## src/rtl/mul64_seq_ctrl.sv

```systemverilog
// Iterative radix-2 shift-add multiplier for RV64M MUL/MULH/MULHSU/MULHU, one adder64b, 64 iterations.
// Optional feature: define MUL_ZERO_BYPASS_EN to short-circuit zero operands straight to a zero result.

module adder64b (
  input  logic [63:0] a,
  input  logic [63:0] b,
  input  logic        sub,
  output logic [63:0] s,
  output logic        c_o
);
  logic [64:0] sum;

  assign sum = {1'b0, a} + {1'b0, b ^ {64{sub}}} + {64'd0, sub};
  assign s   = sum[63:0];
  assign c_o = sum[64];
endmodule

module mul64_seq_ctrl #(
  parameter int unsigned XLEN  = 64,
  parameter int unsigned CNT_W = 7
) (
  input  logic            clk,
  input  logic            rst_n,
  input  logic            in_valid,
  output logic            in_ready,
  input  logic [1:0]      op,
  input  logic [XLEN-1:0] rs1,
  input  logic [XLEN-1:0] rs2,
  input  logic            kill,
  output logic            out_valid,
  input  logic            out_ready,
  output logic [XLEN-1:0] result,
  output logic            busy
);
  typedef enum logic [1:0] {S_IDLE, S_RUN, S_FIX, S_DONE} state_e;
  typedef enum logic [1:0] {OP_MUL = 2'b00, OP_MULH = 2'b01, OP_MULHSU = 2'b10, OP_MULHU = 2'b11} op_e;

  state_e            state_q, state_d;
  op_e               op_q, op_d, op_in;
  logic [XLEN-1:0]   m_q, m_d, hi_q, hi_d, lo_q, lo_d, result_q, result_d;
  logic [CNT_W-1:0]  cnt_q, cnt_d;
  logic              neg_q, neg_d, out_valid_q, out_valid_d;
`ifdef MUL_ZERO_BYPASS_EN
  logic              zero_q, zero_d;
`endif

  logic [XLEN-1:0]   add_a, add_b, add_s;
  logic              add_sub, add_c;
  logic              rs1_sgn, rs2_sgn, neg_in;
  logic [XLEN-1:0]   rs1_mag, rs2_mag;

  adder64b u_add (
    .a   (add_a),
    .b   (add_b),
    .sub (add_sub),
    .s   (add_s),
    .c_o (add_c)
  );

  assign op_in   = op_e'(op);
  assign rs1_sgn = (op_in == OP_MULH) || (op_in == OP_MULHSU);
  assign rs2_sgn = (op_in == OP_MULH);
  assign rs1_mag = (rs1_sgn && rs1[XLEN-1]) ? (~rs1 + XLEN'(1)) : rs1;
  assign rs2_mag = (rs2_sgn && rs2[XLEN-1]) ? (~rs2 + XLEN'(1)) : rs2;
  assign neg_in  = (op_in == OP_MULH)   ? (rs1[XLEN-1] ^ rs2[XLEN-1]) :
                   (op_in == OP_MULHSU) ? rs1[XLEN-1] : 1'b0;

  always_comb begin
    state_d     = state_q;
    op_d        = op_q;
    m_d         = m_q;
    hi_d        = hi_q;
    lo_d        = lo_q;
    cnt_d       = cnt_q;
    neg_d       = neg_q;
    out_valid_d = out_valid_q;
    result_d    = result_q;
`ifdef MUL_ZERO_BYPASS_EN
    zero_d      = zero_q;
`endif
    add_a       = '0;
    add_b       = '0;
    add_sub     = 1'b0;

    if (kill) begin
      state_d     = S_IDLE;
      out_valid_d = 1'b0;
    end else begin
      case (state_q)
        S_IDLE: begin
          if (in_valid) begin
            op_d    = op_in;
            m_d     = rs1_mag;
            lo_d    = rs2_mag;
            hi_d    = '0;
            cnt_d   = '0;
            neg_d   = neg_in;
            state_d = S_RUN;
`ifdef MUL_ZERO_BYPASS_EN
            zero_d  = (rs1 == '0) || (rs2 == '0);
`endif
          end
        end
        S_RUN: begin
          add_a = hi_q;
          add_b = m_q;
          if (lo_q[0]) begin
            {hi_d, lo_d} = {add_c, add_s, lo_q[XLEN-1:1]};
          end else begin
            {hi_d, lo_d} = {1'b0, hi_q, lo_q[XLEN-1:1]};
          end
          cnt_d = cnt_q + CNT_W'(1);
`ifdef MUL_ZERO_BYPASS_EN
          // A zero operand spends exactly one cycle here and bypasses the iterations.
          if (zero_q) begin
            state_d     = S_DONE;
            out_valid_d = 1'b1;
            result_d    = '0;
          end else
`endif
          if (cnt_q == CNT_W'(XLEN - 1)) begin
            if (neg_q && (op_q != OP_MUL)) begin
              state_d = S_FIX;
            end else begin
              state_d     = S_DONE;
              out_valid_d = 1'b1;
              result_d    = (op_q == OP_MUL) ? lo_d : hi_d;
            end
          end
        end
        S_FIX: begin
          // Two's-complement of {hi,lo}: the +1 only reaches hi when lo is zero.
          add_b       = hi_q;
          add_sub     = 1'b1;
          hi_d        = (lo_q == '0) ? add_s : ~hi_q;
          state_d     = S_DONE;
          out_valid_d = 1'b1;
          result_d    = hi_d;
        end
        S_DONE: begin
          if (out_ready) begin
            state_d     = S_IDLE;
            out_valid_d = 1'b0;
          end
        end
        default: state_d = S_IDLE;
      endcase
    end
  end

  always_ff @(posedge clk or negedge rst_n) begin
    if (!rst_n) begin
      state_q     <= S_IDLE;
      op_q        <= OP_MUL;
      m_q         <= '0;
      hi_q        <= '0;
      lo_q        <= '0;
      cnt_q       <= '0;
      neg_q       <= 1'b0;
      out_valid_q <= 1'b0;
      result_q    <= '0;
`ifdef MUL_ZERO_BYPASS_EN
      zero_q      <= 1'b0;
`endif
    end else begin
      state_q     <= state_d;
      op_q        <= op_d;
      m_q         <= m_d;
      hi_q        <= hi_d;
      lo_q        <= lo_d;
      cnt_q       <= cnt_d;
      neg_q       <= neg_d;
      out_valid_q <= out_valid_d;
      result_q    <= result_d;
`ifdef MUL_ZERO_BYPASS_EN
      zero_q      <= zero_d;
`endif
    end
  end

  assign in_ready  = (state_q == S_IDLE);
  assign busy      = (state_q != S_IDLE);
  assign out_valid = out_valid_q;
  assign result    = result_q;
endmodule
```

## config.mk

```make
export PLATFORM = sky130hd
export DESIGN_NAME = mul64_seq_ctrl
export DESIGN_NICKNAME = d
export VERILOG_FILES = /design/src/rtl/mul64_seq_ctrl.sv
export SDC_FILE = /design/constraint.sdc
export NUM_CORES = 1
export LEC_CHECK = 0
export CORE_MARGIN = 1.5
export CORE_UTILIZATION = 55
export DETAILED_ROUTE_END_ITERATION = 8
export GPL_ROUTABILITY_DRIVEN = 0
export PLACE_DENSITY = 0.77
export SYNTH_ARGS = -nofsm -noshare
export SYNTH_HDL_FRONTEND = slang
export SYNTH_HIERARCHICAL = 1
export SYNTH_SLANG_ARGS = --single-unit
```

## constraint.sdc

```tcl
create_clock -name clk -period 9.7 [get_ports clk]
set_input_delay 1.455 -clock clk [delete_from_list [all_inputs] [get_ports clk]]
set_output_delay 1.455 -clock clk [all_outputs]
set_load 0.05 [all_outputs]
```

==> out/metrics.csv, run 1 <==
metric,value,unit
outcome,"finished, final reports clean",
met2 WL post-DR,35300,µm
first-pass GRT wire length,117000,µm
DR vias,23000,
max cap viols,0,
proportion of layout cells with a drive suffix above 1,5.16,%
Syn-to-layout area delta,13.2,%
I/O pin count,202,
Fillers,3443,
Post-Synth Simple-Gate Area,22.3,%
Port Buffers,201,
Power Total,7.07,mW
main combinational cell family by area after synthesis,compound AO/OA/AOI/OAI gates,
clock power share,14.8,%
Root Buffer,clkbuf_16,
Crit Path Class,input port to register,
slowest cell on the critical path,o31ai_1,
met1 WL,28700,µm
die height,205,µm
WL per Instance,21.6,µm
Unique masters post-synth,82,
top sig layer,met4,
"Seq/Total Area, Yosys",29.9,%
Mapped Cells,2864,
clk_skew,0.0211,ns
die width,205,µm
vias in the first global route,21500,
antenna cell count,0,
worst-path cell chain,"clkdlybuf4s50_1, nand2b_2, nor2_1, mux2i_4, fa_1, and2b_1, o2111ai_2, nand3_1, o221ai_1, a31oi_1, nor3_1, o31ai_1, a2111oi_0, a311oi_1, mux2i_1, a211o_1, a31oi_1",
Vias/cell,6.68,
Final Max Slew Viols,0,
Pre-antenna DRT Iters,6,
post-synthesis compound-gate area fraction,25.7,%
Switching Fraction,49.8,%
Post-Syn Area,22500,µm²
f_max,137,MHz
most area-consuming cells after synthesis,"dfrtp_1, a21oi_1, nor2_1",
Hold Crit Class,register to register,
Routed WL,74600,µm
Lkg Pwr,10.8,nW
DRC,0,
Mapped Nets,3079,
Synth Area in Adders,4.49,%
Power Dens Cells,278,nW/µm²
CTS tree,yes,
Critical Path Most Common Cell,a31oi_1,
"area leader, netlist",dfrtp_1,
remaining antenna violation count,0,
final hold violations,0,
asr flop ratio synth,100,%
r2r worst-path depth,19,
Post-synth EDFFs,0,
initial antenna violation count,0,
Worst VDD drop,225,µV
Gate power share,54.8,%
final setup fails,0,
"Primary FF master, synth",dfrtp_1,
mux share of post-synthesis cell area,4.01,%
Layout Nets,3119,
Initial Util,56.2,%
Worst EP required,10.19,ns
CP arrival,7.77,ns
crit-path max FO,41,
largest net degree at the start of global routing,127,
CP Launch Type,input port,
met3 wire length,5930,µm
setup TNS,0,ns
number of synthesis warnings,6,
starting DRC count in detailed routing,2777,
Synth Register Bits,269,
XOR/XNOR Fraction of Synth Area,9.12,%
Post-CTS Setup Inserts,0,
Flop pwr share,30.4,%
Std-Cell Rows,73,
Least-Margin Pin Slew,1.33,ns
RSZ-0062 raised after global routing,no,
Die ar.,42100,µm²
Hold Slack,0.485,ns
Final Critical Period,7.28,ns
total CTS buffers,29,
crit path capture type,register,
total grt overflow,0,
top-count cell post-synth,nor2_1,
post-CTS sizing,0,
CTS Buffer Depth,3,
GRT Total Usage,34.8,%
hold_buf cts,0,
"Clk Latency, worst-skew pair",0.58,ns
final worst slack,2.42,ns
hold depth,2,
htree depth,1,
Switching Power,3.52,mW
worst rel slew slack,11.4,%
post-synth top area share,29.9,%
CORE AREA,40000,µm²
Post-synth top cells,"nor2_1, dfrtp_1, a21oi_1, nand2_1, clkbuf_1",
"Period Utilization, post-route",75.0,%
post-detail-place hpwl,53600,µm
max incr delay on CP,1.02,ns
Post-Place Setup Slack,2.20,ns
"CTS clk-pin slew, worst paths",0.07,ns
P_int,3.55,mW
Syn Area/Cell,7.85,µm²
clock sinks,269,
[critical path, delay by kind of cell]
| family | cells | cell delay, ns |
|---|---|---|
| muxes | 2 | 0.42 |
| buffers and inverters | 1 | 0.83 |
| adders and majority gates | 1 | 0.46 |
| AOI/OAI and AO/OA | 8 | 2.93 |
| and+or+nand+nor | 5 | 1.66 |
[placed cells by master, fill, tap and decap left out, drive strengths merged, types with 24 or more instances in the layout]
cell / count
nor3: 49
or3: 51
o211ai: 69
nor2: 344
xnor2: 106
buf: 26
a22oi: 64
xor2: 128
nand2b: 46
clkbuf: 44
nand4: 24
nand3: 41
o21ai: 167
inv: 47
mux2i: 55
and3: 33
a21oi: 265
nand2: 239
a21o: 30
ha: 79
clkdlybuf4s50: 200
o31ai: 31
a211o: 40
and2: 73
a31oi: 135
nor4: 55
dfrtp: 269
mux2: 30
[power by group through the flow]
stage	Combinational (mW)	Sequential, mW	Clock, mW
finish	3.87	2.15	1.05
global route	4.19	2.19	1.10
CTS	3.83	2.14	1.06
detailed placement	3.81	2.15	0
global placement	3.72	2.14	0
floorplan	2.31	2.38	0
[metal layers]
layer	global-route usage [%]	vias to the layer above
met3	4.42	256
met4	19.3	0
met2	56.9	1263
met1	44.5	11000
met5	0	-
li1	-	10500
[kinds of logic (layout without fill, tap and decap cells)]
group | Yosys count | count (layout)
buf+inv | 262 | 322
mux | 85 | 85
simple gates | 1022 | 1022
xor+xnor | 234 | 234
compound gates | 912 | 912
flops | 269 | 269
fa+ha+maj | 80 | 80
[registers in the layout, summed over array words and instances (netlist names), 2 cells and up]
name     cells
cnt_q        7
hi_q        64
lo_q        64
m_q         64
op_q         2
result      64
state_q      2
[final timing paths]
kind | from | end | slack [ns]
setup / recovery | kill | result[53] | 2.42
hold / removal | m_q[13] | m_q[13] | 0.48
setup reg to reg | state_q[1] | result[53] | 2.52
hold reg to reg | m_q[13] | m_q[13] | 0.48
max in group asynchronous | rst_n | hi_q[38] | 7.32
min in group asynchronous | rst_n | m_q[5] | 0.86
[layout make-up]
class | instances | area, µm² | area share [%]
clock inverter | 7 | 45.0 | 0.177
timing repair buffer | 226 | 2200 | 8.66
multi-input combinational | 2333 | 14800 | 58.2
clock buffer | 44 | 822 | 3.23
sequential | 269 | 6730 | 26.5
tap | 525 | 657 | 2.58
inverter | 45 | 169 | 0.664
[metrics by stage]
step,utilization [%],area [µm²],cells
floorplan,-,22500,2864
global placement,61.4,24600,3398
detailed placement,61.4,24600,3398
CTS,63.6,25400,3449
global route,63.6,25400,3449
finish,63.6,25400,3449
Power figures use the tool's default switching activity.
==> run 2, diff against run 1 <==
--- a/config.mk
+++ b/config.mk
@@ -6,10 +6,10 @@
 export NUM_CORES = 1
 export LEC_CHECK = 0
 export CORE_MARGIN = 1.5
-export CORE_UTILIZATION = 55
+export CORE_UTILIZATION = 54
 export DETAILED_ROUTE_END_ITERATION = 8
 export GPL_ROUTABILITY_DRIVEN = 0
-export PLACE_DENSITY = 0.77
+export PLACE_DENSITY = 0.79
 export SYNTH_ARGS = -nofsm -noshare
 export SYNTH_HDL_FRONTEND = slang
 export SYNTH_HIERARCHICAL = 1
==> constraint.sdc (replaced) <==
create_clock -name clk -period 6.67 [get_ports clk]
set_input_delay 1.0005 -clock clk [delete_from_list [all_inputs] [get_ports clk]]
set_output_delay 1.0005 -clock clk [all_outputs]
set_load 0.05 [all_outputs]
==> out/metrics.csv, run 2 (same netlist as run 1, synthesis figures left out) <==
metric,value,unit
Post-CTS Setup Inserts,0,
r2r worst-path depth,19,
register-to-register setup slack,0.63,ns
worst-path cell chain,"clkdlybuf4s50_1, nand2b_2, buf_4, nor2_1, xor2_1, ha_1, nand3_1, nor4_1, nand2_1, nor4_1, o41ai_2, a21oi_2, o21ai_1, o41ai_2, xor2_1, mux2i_1, a211o_1, a31oi_1",
vias in the first global route,22100,
remaining antenna violation count,0,
"Clk Latency, worst-skew pair",0.57,ns
setup TNS,0,ns
DRC,0,
DR vias,22900,
Die ar.,42900,µm²
final hold violations,0,
most frequent cells in the layout,"nor2_1, dfrtp_1, a21oi_1, nand2_1, clkdlybuf4s50_1",
crit-path max FO,49,
Lkg Pwr,10.9,nW
Bufs and invs on worst path,2,
Worst R2R End,result[60],
largest net degree at the start of global routing,183,
total grt overflow,0,
Power Dens Cells,414,nW/µm²
max incr delay on CP,0.63,ns
RSZ-0062 raised after global routing,no,
"Period Utilization, post-route",90.5,%
Syn-to-layout area delta,14.5,%
final setup fails,0,
die width,207,µm
Vias/cell,6.63,
CTS Buffer Depth,3,
Routed WL,74700,µm
total CTS buffers,29,
CORE AREA,40900,µm²
GRT Total Usage,33.6,%
Worst VDD drop,298,µV
WL per Instance,21.6,µm
Layout Nets,3122,
worst rel slew slack,19.5,%
Least-Margin Pin Slew,1.20,ns
Worst EP required,7.16,ns
placed cell areas,24700,µm²
"most common cell after layout, fill and taps aside",nor2_1,
outcome,"finished, final reports clean",
clk_skew,0.0130,ns
Top Family by Delay on Critical Path,simple AND/OR/NAND/NOR gates,
hold_buf cts,0,
I/O pin count,202,
f_max,166,MHz
fin area,25800,µm²
Root Buffer,clkbuf_16,
post-detail-place hpwl,53400,µm
slowest cell on the critical path,clkdlybuf4s50_1,
proportion of layout cells with a drive suffix above 1,5.53,%
post-CTS sizing,0,
die height,207,µm
htree depth,1,
Reg-to-Reg Start,state_q[1],
"CTS clk-pin slew, worst paths",0.06,ns
Initial Util,54.9,%
antenna cell count,0,
Fillers,3499,
Crit Path Class,input port to register,
clock sinks,269,
CP arrival,6.53,ns
Final Max Slew Viols,0,
max cap viols,0,
CP Launch Type,input port,
initial antenna violation count,0,
CTS tree,yes,
first-pass GRT wire length,119000,µm
Pre-antenna DRT Iters,8,
Hold Slack,0.362,ns
Hold Crit Class,input port to asynchronous set/reset pin,
crit path capture type,register,
Port Buffers,201,
Final Critical Period,6.04,ns
Std-Cell Rows,74,
starting DRC count in detailed routing,2704,
==> run 2: metrics by stage <==
step	util [%]	std cells	setup WS, ns	power (mW)
final	62.9	3460	0.631	10.7
after global routing	62.9	3460	0.350	11.3
after floorplan	-	2864	1.41	6.82
after CTS	62.9	3460	0.811	10.6
after detailed placement	60.3	3408	0.237	8.69
after global placement	60.3	3408	0.457	8.54
==> run 2: worst reg2reg max path: cells and delay by family, from the launching register on <==
kind,cells,cell delay [ns]
compound gates,7,1.84
simple gates,5,1.63
buf+inv,2,0.82
fa+ha+maj,2,0.74
flops,1,0.44
xor+xnor,2,0.36
mux,1,0.13
==> run 2: cell type report <==
class	instances	area, µm²	area share [%]
Timing Repair Buffer	229	2300	8.94
Tap cell	532	666	2.58
Sequential cell	269	6730	26.1
Multi-Input combinational cell	2333	14800	57.5
Clock buffer	39	823	3.20
Clock inverter	13	248	0.962
Inverter	45	169	0.656
==> run 2: report_power, final <==
group | switching (mW) | total [mW] | internal [mW]
sequential | 0.826 | 3.16 | 2.34
clock | 0.698 | 1.83 | 1.13
combinational | 3.66 | 5.66 | 2.00
==> run 2: routing by layer <==
layer  part of all wire, %  vias to the layer above  track usage, %
li1                      -                    10500               -
met1                    38                    11000            41.7
met2                    47                     1209            55.3
met3                   7.8                      281            5.23
met4                   7.0                        0            20.4
met5                     0                        -               0
==> run 2: worst max path at each step <==
stage / start / end / slack (ns) / cells past startpoint
6_report: kill / result[60] / 0.63 / 18
5_1_grt: state_q[1] / result[60] / 0.35 / 19
4_1_cts: kill / result[60] / 0.81 / 18
3_5_place_dp: kill / result[60] / 0.24 / 18
3_3_place_gp: kill / result[60] / 0.46 / 18
2_1_floorplan: state_q[0] / result[63] / 1.41 / 21
